$ cat config.mk
export PLATFORM = sky130hd
export DESIGN_NAME = spi_cmd_ctrl
export DESIGN_NICKNAME = d
export VERILOG_FILES = /design/src/rtl/spi_cmd_pkg.sv /design/src/rtl/spi_cmd_ctrl_sync2.sv /design/src/rtl/spi_cmd_ctrl.sv
export SDC_FILE = /design/constraint.sdc
export NUM_CORES = 1
export LEC_CHECK = 0
export ABC_CLOCK_PERIOD_IN_PS = 1900
export BUFFER_PORTS_ARGS = -buffer_cell sky130_fd_sc_hd__buf_2
export CORE_UTILIZATION = 52
export CTS_CLUSTER_SIZE = 40
export DETAILED_ROUTE_END_ITERATION = 12
export GPL_TIMING_DRIVEN = 0
export PLACE_DENSITY = 0.78
export SYNTH_ARGS = -nofsm -noshare
export SYNTH_HDL_FRONTEND = slang
export SYNTH_HIERARCHICAL = 1
export SYNTH_SLANG_ARGS = --single-unit
$ cat constraint.sdc
create_clock -name sys_clk -period 1.9 [get_ports sys_clk]
set_input_delay 0.38 -clock sys_clk [delete_from_list [all_inputs] [get_ports sys_clk]]
set_output_delay 0.38 -clock sys_clk [all_outputs]
set_load 0.05 [all_outputs]
$ cat src/rtl/spi_cmd_pkg.sv
// spi_cmd_ctrl shared definitions: opcodes, frame lengths, FSM states.
// Optional feature macro: SPI_CMD_AUTOINC_EN (see spi_cmd_ctrl.sv).
package spi_cmd_pkg;

    localparam logic [2:0] OP_WRITE_AT   = 3'b000;
    localparam logic [2:0] OP_READ_AT    = 3'b001;
    localparam logic [2:0] OP_WRITE_NEXT = 3'b010;
    localparam logic [2:0] OP_READ_NEXT  = 3'b011;

    localparam logic [2:0] LEN_WRITE_AT   = 3'd4;
    localparam logic [2:0] LEN_READ_AT    = 3'd3;
    localparam logic [2:0] LEN_WRITE_NEXT = 3'd2;
    localparam logic [2:0] LEN_READ_NEXT  = 3'd1;
    localparam logic [2:0] LEN_ILLEGAL    = 3'd1;

    typedef enum logic [2:0] {
        S_IDLE,
        S_LATCH,
        S_DECODE,
        S_REQ,
        S_WAIT_CS
    } state_e;

    // Frame length is independent of the autoincrement build option
    function automatic logic [2:0] op_length(input logic [2:0] op);
        case (op)
            OP_WRITE_AT:   op_length = LEN_WRITE_AT;
            OP_READ_AT:    op_length = LEN_READ_AT;
            OP_WRITE_NEXT: op_length = LEN_WRITE_NEXT;
            OP_READ_NEXT:  op_length = LEN_READ_NEXT;
            default:       op_length = LEN_ILLEGAL;
        endcase
    endfunction

endpackage

$ cat src/rtl/spi_cmd_ctrl_sync2.sv
// sync2: multi-flop level synchronizer with a configurable reset value.
// Used for the spi_cs_n and spi_done crossings into sys_clk.
module sync2 #(
    parameter int   STAGES  = 2,
    parameter logic RST_VAL = 1'b0
) (
    input  logic clk,
    input  logic rst_n,
    input  logic d,
    output logic q
);

    logic [STAGES-1:0] ff_q;
    logic [STAGES-1:0] ff_d;

    // Shift the async input one stage per clock
    always_comb begin
        ff_d = {ff_q[STAGES-2:0], d};
    end

    // Synchronizer chain, reset to the inactive level
    always_ff @(posedge clk) begin
        if (!rst_n) begin
            ff_q <= {STAGES{RST_VAL}};
        end else begin
            ff_q <= ff_d;
        end
    end

    assign q = ff_q[STAGES-1];

endmodule

$ cat src/rtl/spi_cmd_ctrl.sv
// spi_cmd_ctrl: latches a completed SPI command frame and runs one bus op.
// Define SPI_CMD_AUTOINC_EN to enable WRITE_NEXT / READ_NEXT streaming.
module spi_cmd_ctrl
    import spi_cmd_pkg::*;
#(
    parameter int ADDR_WIDTH  = 17,
    parameter int SYNC_STAGES = 2
) (
    input  logic                  sys_clk,
    input  logic                  sys_reset_n,
    input  logic                  spi_cs_n,
    input  logic                  spi_done,
    input  logic [3:0][7:0]       rx,
    output logic [2:0]            length,
    output logic                  bus_req,
    input  logic                  bus_ack,
    output logic                  bus_we,
    output logic [ADDR_WIDTH-1:0] bus_addr,
    output logic [7:0]            bus_wr_data,
    input  logic [7:0]            bus_rd_data,
    output logic [7:0]            spi_tx_data,
    output logic                  busy
);

    state_e                  state_q, state_d;
    logic [3:0][7:0]         rx_q, rx_d;
    logic [ADDR_WIDTH-1:0]   addr_q, addr_d;
    logic                    we_q, we_d;
    logic [7:0]              wr_q, wr_d;
    logic [7:0]              tx_q, tx_d;
    logic                    done_prev_q, done_prev_d;
    logic                    cs_s;
    logic                    done_s;
    logic [16:0]             addr_at_w;
    logic [16:0]             addr_at_r;
    logic                    unused_bits;

    sync2 #(.STAGES(SYNC_STAGES), .RST_VAL(1'b1)) u_cs_sync (
        .clk   (sys_clk),
        .rst_n (sys_reset_n),
        .d     (spi_cs_n),
        .q     (cs_s)
    );

    sync2 #(.STAGES(SYNC_STAGES), .RST_VAL(1'b0)) u_done_sync (
        .clk   (sys_clk),
        .rst_n (sys_reset_n),
        .d     (spi_done),
        .q     (done_s)
    );

    assign length      = op_length(rx[0][7:5]);
    assign addr_at_w   = {rx_q[0][0], rx_q[2], rx_q[3]};
    assign addr_at_r   = {rx_q[0][0], rx_q[1], rx_q[2]};
    assign unused_bits = ^rx_q[0][4:1];

    // Sequencer: frame latch, decode, one bus op, wait for cs_n release
    always_comb begin
        state_d     = state_q;
        rx_d        = rx_q;
        addr_d      = addr_q;
        we_d        = we_q;
        wr_d        = wr_q;
        tx_d        = tx_q;
        done_prev_d = done_s;
        unique case (state_q)
            S_IDLE: begin
                if (done_s && !done_prev_q && !cs_s) begin
                    state_d = S_LATCH;
                end
            end
            S_LATCH: begin
                rx_d    = rx;
                state_d = S_DECODE;
            end
            S_DECODE: begin
                state_d = S_WAIT_CS;
                case (rx_q[0][7:5])
                    OP_WRITE_AT: begin
                        addr_d  = ADDR_WIDTH'(addr_at_w);
                        we_d    = 1'b1;
                        wr_d    = rx_q[1];
                        state_d = S_REQ;
                    end
                    OP_READ_AT: begin
                        addr_d  = ADDR_WIDTH'(addr_at_r);
                        we_d    = 1'b0;
                        state_d = S_REQ;
                    end
`ifdef SPI_CMD_AUTOINC_EN
                    OP_WRITE_NEXT: begin
                        we_d    = 1'b1;
                        wr_d    = rx_q[1];
                        state_d = S_REQ;
                    end
                    OP_READ_NEXT: begin
                        we_d    = 1'b0;
                        state_d = S_REQ;
                    end
`endif
                    default: begin
                        state_d = S_WAIT_CS;
                    end
                endcase
            end
            S_REQ: begin
                if (bus_ack) begin
                    if (!we_q) begin
                        tx_d = bus_rd_data;
                    end
                    addr_d  = addr_q + ADDR_WIDTH'(1);
                    state_d = S_WAIT_CS;
                end
            end
            S_WAIT_CS: begin
                if (cs_s) begin
                    state_d = S_IDLE;
                end
            end
            default: begin
                state_d = S_IDLE;
            end
        endcase
    end

    // State and datapath registers
    always_ff @(posedge sys_clk) begin
        if (!sys_reset_n) begin
            state_q     <= S_IDLE;
            rx_q        <= '0;
            addr_q      <= '0;
            we_q        <= 1'b0;
            wr_q        <= 8'h00;
            tx_q        <= 8'h00;
            done_prev_q <= 1'b0;
        end else begin
            state_q     <= state_d;
            rx_q        <= rx_d;
            addr_q      <= addr_d;
            we_q        <= we_d;
            wr_q        <= wr_d;
            tx_q        <= tx_d;
            done_prev_q <= done_prev_d;
        end
    end

    assign bus_req     = (state_q == S_REQ);
    assign bus_we      = we_q;
    assign bus_addr    = addr_q;
    assign bus_wr_data = wr_q;
    assign spi_tx_data = tx_q;
    assign busy        = (state_q == S_LATCH) || (state_q == S_DECODE) ||
                         (state_q == S_REQ);

endmodule

==> flow_summary_export.csv <==
group,metric,value,unit
status,status,"complete, no violations",
placed_design,port_buffers,79,
route,drc_errors,0,
placed_design,dp_hpwl,5790,um
clock_network,cts_buffer_depth,2,
power_and_ir_drop,p_per_area,749,mW/mm^2
cells_and_area,diodes,0,
power_and_ir_drop,leakage,1.51,nW
yosys,netlist-cell-type-count,45,
grt,track_usage,27.4,%
critical_path,arrival,1.48,ns
route,viasPerCell,5.63,
timing,period_share,97.7,%
yosys,synth_area_leaders,"dfxtp_1 45%, mux2i_1 9.6%, nand2_1 8.9%",
floorplanning,rows,27,
floorplanning,core_area,0.00564,sq mm
route,vias,3027,
cells_and_area,finish.utilization,68.4,%
yosys,yosys.area.top_type,"dfxtp_1",
timing,worstMarginPinSlew,0.624,ns
placed_design,dpl.cell_count,520,
clock_network,ctsRootBufferMaster,"clkbuf_8",
yosys,netlist_area,0.00313,sq mm
floorplanning,dieWidth,79.6,um
yosys,async_flop_share,0,%
floorplanning,chipHeight,79.6,um
cells_and_area,drive_above_1_share,28.3,%
route,dr_wl_met3,784,um
clock_network,htree_levels,3,
floorplanning,die_area,0.00633,sq mm
power_and_ir_drop,switchingPower,0.679,mW
route,routedWlPerCell,15.3,um
critical_path,path_max_fanout,10,
critical_path,required,1.52,ns
clock_network,clock_latency,0.36,ns
power_and_ir_drop,power_frac_comb,5.7,%
timing,rsz0062_at_grt,"false",
cells_and_area,mostFrequentLayoutCell,"buf_2",
grt,first_global_vias,2703,
power_and_ir_drop,p_sw_share,23.5,%
route,drtPass1Iterations,6,
run,cap_violations,0,
yosys,netlist_instances,369,
critical_path,crit_type,"flop to primary output",
timing,hold_viol_final,0,
floorplanning,pin_count,84,
route,wl_met1,3610,um
yosys,syn_avg_cell_area,8.48,sq um
timing,slew_viol_final,0,
timing,finalClockSkew,0.0112,ns
cells_and_area,final_cell_mix,"83 x buf_2, 74 x nand2_1, 64 x dfxtp_1",
clock_network,cts_buffers,9,
timing,max_freq,538,MHz
route,drt-initial-drc-count,348,
power_and_ir_drop,ir_drop,0.467,mV
yosys,ys.warnings.count,6,
cells_and_area,postLayoutCellArea,0.00386,sq mm
yosys,yosys.area.top_type_share,44.8,%
min_path,hp-class,"input port to flop",
power_and_ir_drop,seqPwrFrac,51.4,%
cells_and_area,fin_nets,507,
route,drtAntennaViolNets,0,
route,maxUsedRoutingLayer,"met4",
floorplanning,start_util,55.5,%
yosys,ys.flop_type,"dfxtp_1",
placed_design,placedInstanceArea,0.00362,sq mm
cells_and_area,area_growth,23.4,%
timing,worst_slack,0.0428,ns
route,wirelength,8240,um
yosys,synth_enable_flop_cells,0,
timing,maxSlewHeadroom,58.4,%
placed_design,place_ws,0.0436,ns
clock_network,clock_sink_count,70,
power_and_ir_drop,p_int,2.21,mW
yosys,seq_area_frac_synth,44.8,%
placed_design,place_congestion,0.871,
timing,setup_viol,0,
grt,grt_pass1_wl,13100,um
grt,grt-ovfl-total,0,
timing,post-route-min-period,1.86,ns
critical_path,cp-start-kind,"flop",
yosys,syn_nets,415,
grt,grt_max_degree,12,
yosys,synth_seq_cells,70,
clock_network,clkTransAtPathRegs,0.08,ns
timing,whs,0.210,ns
clock_network,cts_tree,"yes",
critical_path,end_kind,"primary output",
grt,antenna_found_initial,0,
power_and_ir_drop,p_clk_share,42.9,%
route,wl_met2,3680,um
cells_and_area,instances_no_fill,538,
-- stage by stage --
step | setup TNS [ns] | total power [mW]
floorplan | -0.0259 | 1.61
global placement | 0 | 1.68
detailed placement | 0 | 1.68
CTS | 0 | 2.89
global route | 0 | 2.97
finish | 0 | 2.89
-- synthesized netlist by cell type, types with 2 or more instances --
library cell / instances
a211oi_1: 2
a211oi_2: 2
a21oi_1: 43
a22oi_1: 2
a32o_1: 5
a41o_1: 2
and2_1: 3
and3_1: 3
buf_2: 7
buf_6: 4
clkbuf_1: 10
dfxtp_1: 70
inv_1: 4
mux2_2: 4
mux2i_1: 30
nand2_1: 74
nand2b_1: 5
nand3_1: 5
nand3b_1: 2
nand4_1: 5
nor2_1: 38
nor2_4: 2
nor3_1: 6
nor4_1: 2
o21ai_0: 12
o22ai_1: 8
-- final timing paths --
path                      from                 to  slack (ns)  depth (start not counted)
max                 state_q[1]            bus_req        0.04                          5
min                   spi_cs_n  u_cs_sync/ff_q[0]        0.21                          2
max reg2reg         state_q[2]        bus_addr[2]        0.12                          5
min reg2reg  u_cs_sync/ff_q[0]  u_cs_sync/ff_q[1]        0.42                          1
-- cell families (layout without fill, tap and decap cells) --
| family | Yosys count | count (layout) | synth area share (%) |
|---|---|---|---|
| and+or+nand+nor | 152 | 152 | 21.9 |
| AOI/OAI and AO/OA | 84 | 84 | 17.0 |
| DFF | 70 | 70 | 44.8 |
| muxes | 34 | 34 | 11.0 |
| buffers and inverters | 27 | 124 | 4.60 |
| adders and majority gates | 1 | 1 | 0.400 |
| xor gates and xnor gates | 1 | 1 | 0.280 |
-- routing by layer --
metal  vias up  track usage [%]
li1       1468                -
met1      1378             37.7
met2       158             40.6
met3        23             6.06
met4         0             12.7
met5         -                0
-- layout make-up --
cell class	instances	area, sq um
Sequential cell	70	1410
Multi-Input combinational cell	272	1590
Buffer	22	134
Inverter	5	18.8
Tap cell	72	90.1
Fill cell	465	1780
Timing Repair Buffer	81	417
Clock inverter	4	45.0
Clock buffer	12	155
-- critical path, cell delays in order, from the launching register on --
cell	delay, ns
dfxtp_1	0.33
clkbuf_4	0.19
nand3b_1	0.14
inv_2	0.13
buf_6	0.17
buf_6	0.17
-- power by group through the flow --
stage	combinational (mW)	sequential (mW)	clock (mW)
after global routing	0.177	1.49	1.30
final	0.164	1.49	1.24
after detailed placement	0.162	1.52	0
after floorplan	0.0807	1.53	0
after CTS	0.163	1.49	1.24
after global placement	0.161	1.52	0
-- repair_timing --
action | CTS | global route
pin swaps | 1 | 1
setup buffers | 1 | 1
hold buffers | 0 | 0
gates resized for setup | 4 | 4
setup endpoints to repair | 1 | 4
-- state kept, by name, indices dropped and copies added (netlist names) --
signal and cells:
u_cs_sync/ff_q 2, done_prev_q 1, bus_addr 17, bus_we 1, addr_at_r 17, addr_at_w 8, rx_q 3, bus_wr_data 8
state_q 3, u_done_sync/ff_q 2, spi_tx_data 8
Note: power is estimated with default switching activity, not from simulation.
